`config.mk`:
```
export PLATFORM = sky130hd
export DESIGN_NAME = rst_req
export DESIGN_NICKNAME = d
export VERILOG_FILES = /design/src/rtl/rst_req_pkg.sv /design/src/rtl/rst_req_btn_debounce.sv /design/src/rtl/rst_req.sv
export SDC_FILE = /design/constraint.sdc
export NUM_CORES = 1
export LEC_CHECK = 0
export CAP_MARGIN = 20
export CORE_MARGIN = 3
export CORE_UTILIZATION = 55
export CTS_CLUSTER_DIAMETER = 80
export DETAILED_ROUTE_END_ITERATION = 8
export PLACE_DENSITY = 0.95
export SETUP_SLACK_MARGIN = 0.2
export SLEW_MARGIN = 20
export SYNTH_ARGS = -nofsm -noshare
export SYNTH_HDL_FRONTEND = slang
export SYNTH_SLANG_ARGS = --single-unit
```
`constraint.sdc`:
```
create_clock -name clk -period 4.5 [get_ports clk]
set_input_delay 0.9 -clock clk [delete_from_list [all_inputs] [get_ports clk]]
set_output_delay 0.9 -clock clk [all_outputs]
set_load 0.05 [all_outputs]
```
`src/rtl/rst_req_pkg.sv`:
```
// rst_req_pkg: shared constants for the reset-request initiator.
// Cause bit positions, IO addresses and FSM state encoding.
package rst_req_pkg;

  localparam int CAUSE_SW  = 0;
  localparam int CAUSE_WD  = 1;
  localparam int CAUSE_BTN = 2;

  localparam logic ADDR_CTRL  = 1'b0;
  localparam logic ADDR_CAUSE = 1'b1;

  // IDLE is the all-zero encoding so an uninitialised power-up lands there.
  typedef enum logic [1:0] {
    IDLE     = 2'd0,
    PULSE    = 2'd1,
    WAIT_REL = 2'd2
  } state_t;

endpackage

```
`src/rtl/rst_req_btn_debounce.sv`:
```
// btn_debounce: 2-FF synchronizer and stability counter for the button.
// o_level is 1 while pressed; o_press strobes for one cycle on a press.
module btn_debounce #(
  parameter int DEBOUNCE_BITS = 16
) (
  input  logic clk,
  input  logic rst_n,
  input  logic i_btn_n,
  output logic o_level,
  output logic o_press
);

  logic [1:0]               r_sync;
  logic [DEBOUNCE_BITS-1:0] r_cnt;
  logic                     r_level;
  logic                     r_press;
  logic                     w_raw;

  assign w_raw   = ~r_sync[1];
  assign o_level = r_level;
  assign o_press = r_press;

  // Synchronize the raw active-low input; reset reads as released.
  always_ff @(posedge clk) begin
    if (!rst_n) r_sync <= 2'b11;
    else        r_sync <= {r_sync[0], i_btn_n};
  end

  // Flip the level once the input has disagreed for 2^DEBOUNCE_BITS cycles.
  always_ff @(posedge clk) begin
    if (!rst_n) begin
      r_cnt   <= '0;
      r_level <= 1'b0;
      r_press <= 1'b0;
    end else begin
      r_press <= 1'b0;
      if (w_raw == r_level) begin
        r_cnt <= '0;
      end else if (&r_cnt) begin
        r_cnt   <= '0;
        r_level <= w_raw;
        r_press <= w_raw;
      end else begin
        r_cnt <= r_cnt + 1'b1;
      end
    end
  end

endmodule

```
`src/rtl/rst_req.sv`:
```
// rst_req: collects software, watchdog and button reset requests and
// emits one fixed-length active-low pulse, recording the cause.
module rst_req
  import rst_req_pkg::*;
#(
  parameter int PULSE_LEN     = 16,
  parameter int DEBOUNCE_BITS = 16
) (
  input  logic        clk,
  input  logic        rst_n,
  input  logic        wr,
  input  logic        rd,
  input  logic        addr,
  input  logic [31:0] wr_data,
  output logic [31:0] rd_data,
  output logic        ack,
  input  logic        tick,
  input  logic        btn_in_n,
  output logic        rst_req_n
);

  localparam int CW = $clog2(PULSE_LEN);
  localparam logic [CW-1:0] PMAX = CW'(PULSE_LEN - 1);

  // FSM, pulse counter, request and cause survive rst_n: the reset this
  // block requests must not cut its own pulse or wipe the cause. Their
  // all-zero power-up state is IDLE, no request, empty cause.
  state_t        r_state;
  state_t        w_state_nx;
  logic [CW-1:0] r_pcnt;
  logic [CW-1:0] w_pcnt_nx;
  logic          r_req;
  logic          w_req_nx;
  logic [2:0]    r_cause;

  logic [15:0]   r_wd_t;
  logic [15:0]   r_wd_cnt;
  logic          r_ack;
  logic [31:0]   r_rd_data;

  logic          w_kick;
  logic          w_sw_req;
  logic          w_wd_req;
  logic          w_btn_lvl;
  logic          w_btn_press;
  logic [2:0]    w_reqs;
  logic [2:0]    w_clr;
  logic          w_unused;

  assign w_kick   = rst_n & wr & (addr == ADDR_CTRL);
  assign w_sw_req = w_kick & wr_data[31];
  assign w_wd_req = rst_n & tick & ~w_kick & (|r_wd_t)
                  & (r_wd_cnt == 16'd1);
  assign w_clr    = (rst_n & wr & (addr == ADDR_CAUSE))
                  ? wr_data[2:0] : 3'b000;
  assign w_unused = ^wr_data[30:16];

  assign w_reqs[CAUSE_SW]  = w_sw_req;
  assign w_reqs[CAUSE_WD]  = w_wd_req;
  assign w_reqs[CAUSE_BTN] = w_btn_press;

  assign rst_req_n = ~r_req;
  assign ack       = r_ack;
  assign rd_data   = r_rd_data;

  btn_debounce #(
    .DEBOUNCE_BITS(DEBOUNCE_BITS)
  ) u_btn (
    .clk    (clk),
    .rst_n  (rst_n),
    .i_btn_n(btn_in_n),
    .o_level(w_btn_lvl),
    .o_press(w_btn_press)
  );

  // Watchdog timeout and countdown; a kick beats a coincident tick.
  always_ff @(posedge clk) begin
    if (!rst_n) begin
      r_wd_t   <= '0;
      r_wd_cnt <= '0;
    end else if (w_kick) begin
      r_wd_t   <= wr_data[15:0];
      r_wd_cnt <= wr_data[15:0];
    end else if (tick && (|r_wd_t) && (|r_wd_cnt)) begin
      r_wd_cnt <= r_wd_cnt - 16'd1;
    end
  end

  // Registered bus response: ack and data one cycle after the strobe.
  always_ff @(posedge clk) begin
    if (!rst_n) begin
      r_ack     <= 1'b0;
      r_rd_data <= '0;
    end else begin
      r_ack     <= rd | wr;
      r_rd_data <= '0;
      if (rd) begin
        if (addr == ADDR_CAUSE) r_rd_data <= {29'h0, r_cause};
        else                    r_rd_data <= {16'h0, r_wd_cnt};
      end
    end
  end

  // Cause bits: sticky OR of requests, write-one-to-clear; set wins.
  always_ff @(posedge clk) begin
    r_cause <= (r_cause & ~w_clr) | w_reqs;
  end

  // FSM state, pulse counter and request output.
  always_ff @(posedge clk) begin
    r_state <= w_state_nx;
    r_pcnt  <= w_pcnt_nx;
    r_req   <= w_req_nx;
  end

  // Next-state: start on any request, hold PULSE_LEN, wait for release.
  always_comb begin
    w_state_nx = r_state;
    w_pcnt_nx  = r_pcnt;
    w_req_nx   = r_req;
    unique case (r_state)
      IDLE: begin
        if (|w_reqs) begin
          w_state_nx = PULSE;
          w_pcnt_nx  = '0;
          w_req_nx   = 1'b1;
        end
      end
      PULSE: begin
        if (r_pcnt == PMAX) begin
          w_state_nx = WAIT_REL;
          w_req_nx   = 1'b0;
        end else begin
          w_pcnt_nx = r_pcnt + 1'b1;
        end
      end
      WAIT_REL: begin
        if (!w_btn_lvl) w_state_nx = IDLE;
      end
      default: begin
        w_state_nx = IDLE;
        w_req_nx   = 1'b0;
      end
    endcase
  end

endmodule

```
==> results of run 1 <==
==> power groups by stage <==
stage	clock network, mW	registers (mW)	logic [mW]
4_1_cts	0.511	0.867	0.419
6_report	0.505	0.871	0.425
5_1_grt	0.545	0.880	0.460
2_1_floorplan	0	0.877	0.319
3_5_place_dp	0	0.883	0.412
3_3_place_gp	0	0.875	0.396
==> per-layer routing <==
metal / vias up / wire length (um) / GRT usage (%)
li1: 1479 / - / -
met1: 1458 / 3210 / 26.9
met2: 183 / 3910 / 35.7
met3: 18 / 767 / 4.73
met4: 0 / 128 / 8.09
met5: - / 0 / 0
==> cells in the final DEF, fill, tap and decap left out, types with 2 or more instances in the layout <==
master / n
clkbuf_8: 11
nand2_1: 47
clkdlybuf4s50_1: 41
nand3_1: 12
or4_1: 17
nand4_1: 13
or3_1: 8
ha_1: 5
inv_1: 7
a31oi_1: 11
xnor2_1: 4
xor2_1: 10
o211ai_1: 3
a21o_1: 3
buf_4: 3
o31ai_1: 12
nand3b_1: 2
dfxtp_1: 72
nor4b_1: 3
or4_4: 2
nand2b_1: 4
nor2_1: 24
nor3_1: 3
o2111ai_1: 3
and2_1: 18
and3_1: 4
edfxtp_1: 7
and4_1: 4
a21oi_1: 5
a32oi_1: 2
o21ai_0: 16
a21boi_0: 16
o311ai_0: 2
mux2i_1: 3
nor4_1: 5
conb_1: 16
==> cell families (layout without fill, tap and decap cells) <==
family / after synthesis / after routing / synth area share, %
compound gates: 81 / 81 / 15.9
xor+xnor: 14 / 14 / 3.37
fa+ha+maj: 5 / 5 / 1.72
buf+inv: 47 / 66 / 7.02
flops: 79 / 79 / 45.4
mux: 3 / 3 / 0.826
other cells: 1 / 16 / 0.103
simple gates: 170 / 170 / 25.6
==> metrics by stage <==
stage	power, mW	utilization [%]	std cells	instance area (sq um)
6_report	1.80	67.8	509	4180
5_1_grt	1.88	67.8	509	4180
4_1_cts	1.80	67.8	509	4180
3_5_place_dp	1.30	64.7	494	3990
3_3_place_gp	1.27	64.7	494	3990
2_1_floorplan	1.20	-	415	3690
==> path summary, 6_finish.rpt <==
path | startpoint | to | cells after the start
max | addr | r_pcnt[3]$_SDFFCE_PN0P_ | 5
min | u_btn.r_sync[0]$_SDFF_PN1_ | u_btn.r_sync[1]$_SDFF_PN1_ | 1
max reg2reg | r_wd_cnt[0]$_SDFFE_PN0P_ | r_wd_cnt[11]$_SDFFE_PN0P_ | 6
min reg2reg | u_btn.r_sync[0]$_SDFF_PN1_ | u_btn.r_sync[1]$_SDFF_PN1_ | 1
==> state kept, by name, summed over array words and instances, names as in the netlist <==
name and count:
r_wd_t 16, r_wd_cnt 16, ack 1, rd_data 16, u_btn.r_sync 2, u_btn.r_cnt 16
r_req 1, r_state 2, r_cause 3, u_btn.o_level 1, r_pcnt 4, u_btn.o_press 1
==> synthesized netlist by cell type (all sizes together), types with 5 or more instances <==
| cell type | instances |
|---|---|
| or4 | 19 |
| nand2 | 47 |
| and2 | 18 |
| o31ai | 12 |
| nand3 | 12 |
| edfxtp | 7 |
| inv | 7 |
| a21oi | 5 |
| ha | 5 |
| a31oi | 11 |
| o21ai | 16 |
| nand4 | 13 |
| clkbuf | 18 |
| a21boi | 16 |
| dfxtp | 72 |
| xor2 | 10 |
| buf | 22 |
| or3 | 8 |
| nor2 | 24 |
| nor4 | 6 |
==> cell type report <==
class | instances | area share [%]
well taps | 75 | 2.24
clock inverters | 2 | 0.299
flip-flops and latches | 79 | 39.5
repair buffers | 44 | 10.4
inverters | 7 | 0.628
clock buffers | 13 | 4.31
multi-input cells | 289 | 42.7
==> critical path, cell delays in order <==
cell and delay, ns:
clkdlybuf4s50_1 0.61, and3b_1 0.82, a21o_1 0.23, a41oi_1 0.08, a21oi_1 0.44
==> reports/qor.tcl, run 1 <==
set qor(grt_setup_unrepaired) {no}
set qor(power.combinational.fraction_pct) 23.6
set qor(gp_congestion) 0.884
set qor(worst_ep_arrival_time_ns) 3.09
set qor(fraction_of_layout_instances_using_a_drive_strength_above_1_pct) 5.07
set qor(cp.required_ns) 4.50
set qor(grt_start_max_net_pins) 49
set qor(worstSkewPairLatency_ns) 0.35
set qor(ios) 73
set qor(cts_buffer_depth) 2
set qor(global_route.overflow_total) 0
set qor(cts.htree.levels) 3
set qor(proportion_of_power_drawn_by_the_clock_network_pct) 28.0
set qor(setup_viol_count_final) 0
set qor(cts_inserted_buffers) 9
set qor(power.share.sequential_pct) 48.3
set qor(yosysWarnings) 0
set qor(max_slew_headroom_pct) 35.9
set qor(cts_setup_buffers) 0
set qor(gr-usage-all-layers_pct) 21.4
set qor(synth_top_area_share_pct) 39.7
set qor(power.static_leakage_nw) 1.54
set qor(die_height_um) 87.3
set qor(design.die.area_sq_um) 7620
set qor(clk_root_buffer_cell) {clkbuf_8}
set qor(status) {finished, final reports clean}
set qor(number_of_antenna_diodes) 0
set qor(ys_types) 50
set qor(pre_cts_slack_ns) 1.12
set qor(initial_utilization_pct) 58.9
set qor(worst-r2r-setup-slack_ns) 1.99
set qor(die_w_um) 87.3
set qor(setup_slack_ns) 1.42
set qor(cts_resized) 0
set qor(post_drt_wl_per_cell_um) 15.8
set qor(hold_path.class) {register to register}
set qor(synth_enable_flop_cells) 7
set qor(postSynth.topFlopCell) {dfxtp_1}
set qor(clock_skew_ns) 0.00711
set qor(global_route_wire_length_before_repair_um) 13100
set qor(max_freq_mhz) 324
set qor(drc) 0
set qor(vias_in_the_first_global_route) 2883
set qor(ir_drop_mv) 0.272
set qor(drv_slew) 0
set qor(power_per_cell_area_nw_per_um2) 431
set qor(top_cells_by_area_in_the_synthesized_netlist) {dfxtp_1 (40%), edfxtp_1 (5.8%), nand2_1 (4.9%)}
set qor(flow.area_growth_from_synthesis_pct) 15.0
set qor(netSwitchingPower_mw) 0.586
set qor(worst_setup_path_end_kind) {register}
set qor(cts_hold_bufs) 0
set qor(total_negative_slack_ns) 0
set qor(worst_setup_hold_path_clk_slew_ns) 0.07
set qor(clock_tree_from_tritoncts) {done}
set qor(fill_cells) 486
set qor(avgViaCountPerCell) 6.17
set qor(drv.max_cap_violation_count) 0
set qor(antenna_found_initial) 0
set qor(final-seq-area_sq_um) 1650
set qor(drt_first_iter_violations) 414
set qor(antenna_left) 0
set qor(worstMarginPinSlew_ns) 0.959
set qor(drt_pre_antenna_iters) 6
set qor(num_vias) 3138
set qor(final.min_clock_period_ns) 3.08
set qor(syn_avg_cell_area_sq_um) 9.09
set qor(synth.cell_area_sq_um) 3630
set qor(sw_frac_of_total_pct) 32.5
set qor(final_wirelength_um) 8020
set qor(hold-worst-slack_ns) 0.417
set qor(hpwl_um) 5440
set qor(worstSetupStartpointType) {input pin}
set qor(ys_async_sr_fraction_pct) 0
set qor(final_net_count) 474
set qor(hold_viol_final) 0
set qor(yosysSeqAreaShare_pct) 45.4
set qor(final_min_period_over_clock_period_pct) 68.5
set qor(synth_area_leader_cell) {dfxtp_1}
set qor(area_taken_by_multi_input_logic_gates_sq_um) 1780
set qor(setup.worst_path.class) {input pin to register}
set qor(worst_path_maximum_fanout) 21
set qor(cell_count_after_synthesis) 400
set qor(io_buffer_count) 41
set qor(placementRows) 28
set qor(core_region_area_sq_um) 6170
set qor(clock_tree_sinks) 79
set qor(synth_seq_cells) 79
set qor(p_int_mw) 1.22
Note: power is estimated with default switching activity, not from simulation.
==> run 2, diff against run 1 <==
--- a/config.mk
+++ b/config.mk
@@ -7,10 +7,10 @@
 export LEC_CHECK = 0
 export CAP_MARGIN = 20
 export CORE_MARGIN = 3
-export CORE_UTILIZATION = 55
+export CORE_UTILIZATION = 51
 export CTS_CLUSTER_DIAMETER = 80
 export DETAILED_ROUTE_END_ITERATION = 8
-export PLACE_DENSITY = 0.95
+export PLACE_DENSITY = 0.9
 export SETUP_SLACK_MARGIN = 0.2
 export SLEW_MARGIN = 20
 export SYNTH_ARGS = -nofsm -noshare
==> constraint.sdc (replaced) <==
create_clock -name clk -period 3.2 [get_ports clk]
set_input_delay 0.64 -clock clk [delete_from_list [all_inputs] [get_ports clk]]
set_output_delay 0.64 -clock clk [all_outputs]
set_load 0.05 [all_outputs]
==> run 2 against run 1 <==
Net effect: clock power increased by 60%; first-iteration DRC count decreased by 29%; cell count rose by 5.1%; critical path depth fell by 1; sequential power increased by 40%; worst hold slack got worse by 0.0083 ns; cell area up 2.0%; sequential cell count did not move; die area is 7.3% higher; critical endpoint is now r_wd_cnt[11]$_SDFFE_PN0P_; largest cell class unchanged; highest routed layer unchanged.
==> reports/qor.tcl, run 2 (synthesis gave the netlist of run 1 again) <==
set qor(avgViaCountPerCell) 5.72
set qor(fraction_of_layout_instances_using_a_drive_strength_above_1_pct) 6.38
set qor(cts_hold_bufs) 0
set qor(drc) 0
set qor(cp_cell_sequence) {nor4_1 > and4_1 > nor4_1 > or3_1}
set qor(clk_root_buffer_cell) {clkbuf_8}
set qor(drt_pre_antenna_iters) 6
set qor(setup.worst_path.class) {register to register}
set qor(hpwl_um) 5590
set qor(core_region_area_sq_um) 6870
set qor(cts_buffer_depth) 2
set qor(antenna_found_initial) 0
set qor(clock_skew_ns) 0.00623
set qor(worst_path_maximum_fanout) 28
set qor(grt_start_max_net_pins) 46
set qor(max_slew_headroom_pct) 33.6
set qor(min_delay_worst_endpoint) {u_btn.r_sync[1]$_SDFF_PN1_}
set qor(crit_path_top_delay_cell) {and4_1}
set qor(sw_frac_of_total_pct) 31.5
set qor(fill_cells) 554
set qor(setup_slack_ns) 0.714
set qor(global_route_wire_length_before_repair_um) 13100
set qor(drv.max_cap_violation_count) 0
set qor(clock_tree_from_tritoncts) {done}
set qor(hold_start) {u_btn.r_sync[0]$_SDFF_PN1_}
set qor(proportion_of_power_drawn_by_the_clock_network_pct) 30.6
set qor(power_per_cell_area_nw_per_um2) 619
set qor(pre_cts_slack_ns) 0.644
set qor(final_min_period_over_clock_period_pct) 77.7
set qor(gp_congestion) 0.861
set qor(initial_utilization_pct) 52.9
set qor(worstMarginPinSlew_ns) 0.994
set qor(worstSetupStartpointType) {register}
set qor(area_taken_by_multi_input_logic_gates_sq_um) 1780
set qor(worst-r2r-setup-slack_ns) 0.71
set qor(max_freq_mhz) 402
set qor(die_w_um) 90.4
set qor(status) {finished, final reports clean}
set qor(hold-worst-slack_ns) 0.408
set qor(worstSkewPairLatency_ns) 0.35
set qor(rr_worst_depth) 4
set qor(cts_inserted_buffers) 9
set qor(hold_viol_final) 0
set qor(drv_slew) 0
set qor(worst_setup_path_end_kind) {register}
set qor(final.min_clock_period_ns) 2.49
set qor(power.combinational.fraction_pct) 23.1
set qor(hold_depth) 1
set qor(worst_stage_delay_on_the_critical_path_ns) 0.87
set qor(drt_first_iter_violations) 295
set qor(grt_setup_unrepaired) {no}
set qor(io_buffer_count) 41
set qor(crit-reg2reg-capture) {r_wd_cnt[11]$_SDFFE_PN0P_}
set qor(cts.htree.levels) 3
set qor(final-seq-area_sq_um) 1650
set qor(netSwitchingPower_mw) 0.834
set qor(number_of_antenna_diodes) 0
set qor(total_negative_slack_ns) 0
set qor(gr-usage-all-layers_pct) 19.6
set qor(worst_ep_arrival_time_ns) 2.72
set qor(design.die.area_sq_um) 8180
set qor(flow.area_growth_from_synthesis_pct) 17.4
set qor(layout.cells.most_common_list) {dfxtp_1 (72), nand2_1 (47), clkdlybuf4s50_1 (41), nor2_1 (24), and2_1 (18)}
set qor(cts_setup_buffers) 0
set qor(vias_in_the_first_global_route) 2834
set qor(regToRegStartpoint) {r_wd_cnt[9]$_SDFFE_PN0P_}
set qor(cp_common_cell) {nor4_1}
set qor(die_height_um) 90.4
set qor(num_vias) 3058
set qor(final_wirelength_um) 7880
set qor(p_int_mw) 1.81
set qor(hold_path.class) {register to register}
set qor(worst_setup_hold_path_clk_slew_ns) 0.08
set qor(clock_tree_sinks) 79
set qor(placementRows) 30
set qor(most_common_library_cell_in_the_layout_ignoring_fill_and_taps) {dfxtp_1}
set qor(power.share.sequential_pct) 46.3
set qor(setup_viol_count_final) 0
set qor(ios) 73
set qor(cp.required_ns) 3.43
set qor(global_route.overflow_total) 0
set qor(final_net_count) 478
set qor(antenna_left) 0
set qor(power.static_leakage_nw) 1.58
set qor(ir_drop_mv) 0.243
set qor(cts_resized) 0
set qor(post_drt_wl_per_cell_um) 14.7
-- run 2: cell types whose count changed in the layout (fill, tap and decap cells not counted) --
| cell | change |
|---|---|
| clkbuf_1 | -1 |
| bufinv_16 | +2 |
| clkbuf_16 | -1 |
| clkinv_4 | +1 |
| buf_4 | +4 |
| clkbuf_8 | -1 |
| clkinv_2 | +2 |
| clkinvlp_4 | -1 |
-- run 2: power by group through the flow --
stage / combinational [mW] / clock (mW) / sequential, mW
final: 0.609 / 0.808 / 1.22
after detailed placement: 0.594 / 0 / 1.24
after floorplan: 0.449 / 0 / 1.23
after global routing: 0.666 / 0.865 / 1.24
after CTS: 0.602 / 0.819 / 1.22
after global placement: 0.571 / 0 / 1.23
-- run 2: critical path: cells and delay by family, from the launching register on --
| kind | cells | cell delay [ns] |
|---|---|---|
| DFF | 1 | 0.40 |
| and+or+nand+nor | 4 | 1.97 |
-- run 2: area by class of cell --
class	count	share of cell area, %
clock buffer	10	3.23
sequential	79	38.7
clock inverter	6	1.96
timing repair buffer	48	10.9
multi-input combinational	289	41.8
tap	96	2.82
inverter	7	0.616
-- run 2: worst max path at each step --
stage,startpoint,to,slack (ns),cells past startpoint
2_1_floorplan,addr,r_pcnt[0]$_SDFFCE_PN0P_,0.95,5
3_3_place_gp,wr,r_wd_cnt[11]$_SDFFE_PN0P_,0.71,6
3_5_place_dp,rst_n,r_pcnt[0]$_SDFFCE_PN0P_,0.64,5
4_1_cts,r_wd_cnt[9]$_SDFFE_PN0P_,r_wd_cnt[11]$_SDFFE_PN0P_,0.76,4
5_1_grt,r_wd_cnt[9]$_SDFFE_PN0P_,r_wd_cnt[11]$_SDFFE_PN0P_,0.55,4
6_report,r_wd_cnt[9]$_SDFFE_PN0P_,r_wd_cnt[11]$_SDFFE_PN0P_,0.71,4
-- run 2: per-layer routing --
| metal | vias to the layer above | track usage [%] | share of wire (%) |
|---|---|---|---|
| li1 | 1484 | - | - |
| met1 | 1435 | 23.7 | 43 |
| met2 | 122 | 33.0 | 50 |
| met3 | 17 | 4.25 | 5.2 |
| met4 | 0 | 9.44 | 2.2 |
| met5 | - | 0 | 0 |
-- run 2: through the flow --
step	utilization, %	total power [mW]	instances	area (sq um)
floorplan	-	1.68	415	3690
global placement	58.9	1.80	519	4050
detailed placement	58.9	1.84	519	4050
CTS	62.1	2.64	535	4270
global route	62.1	2.77	535	4270
finish	62.1	2.64	535	4270
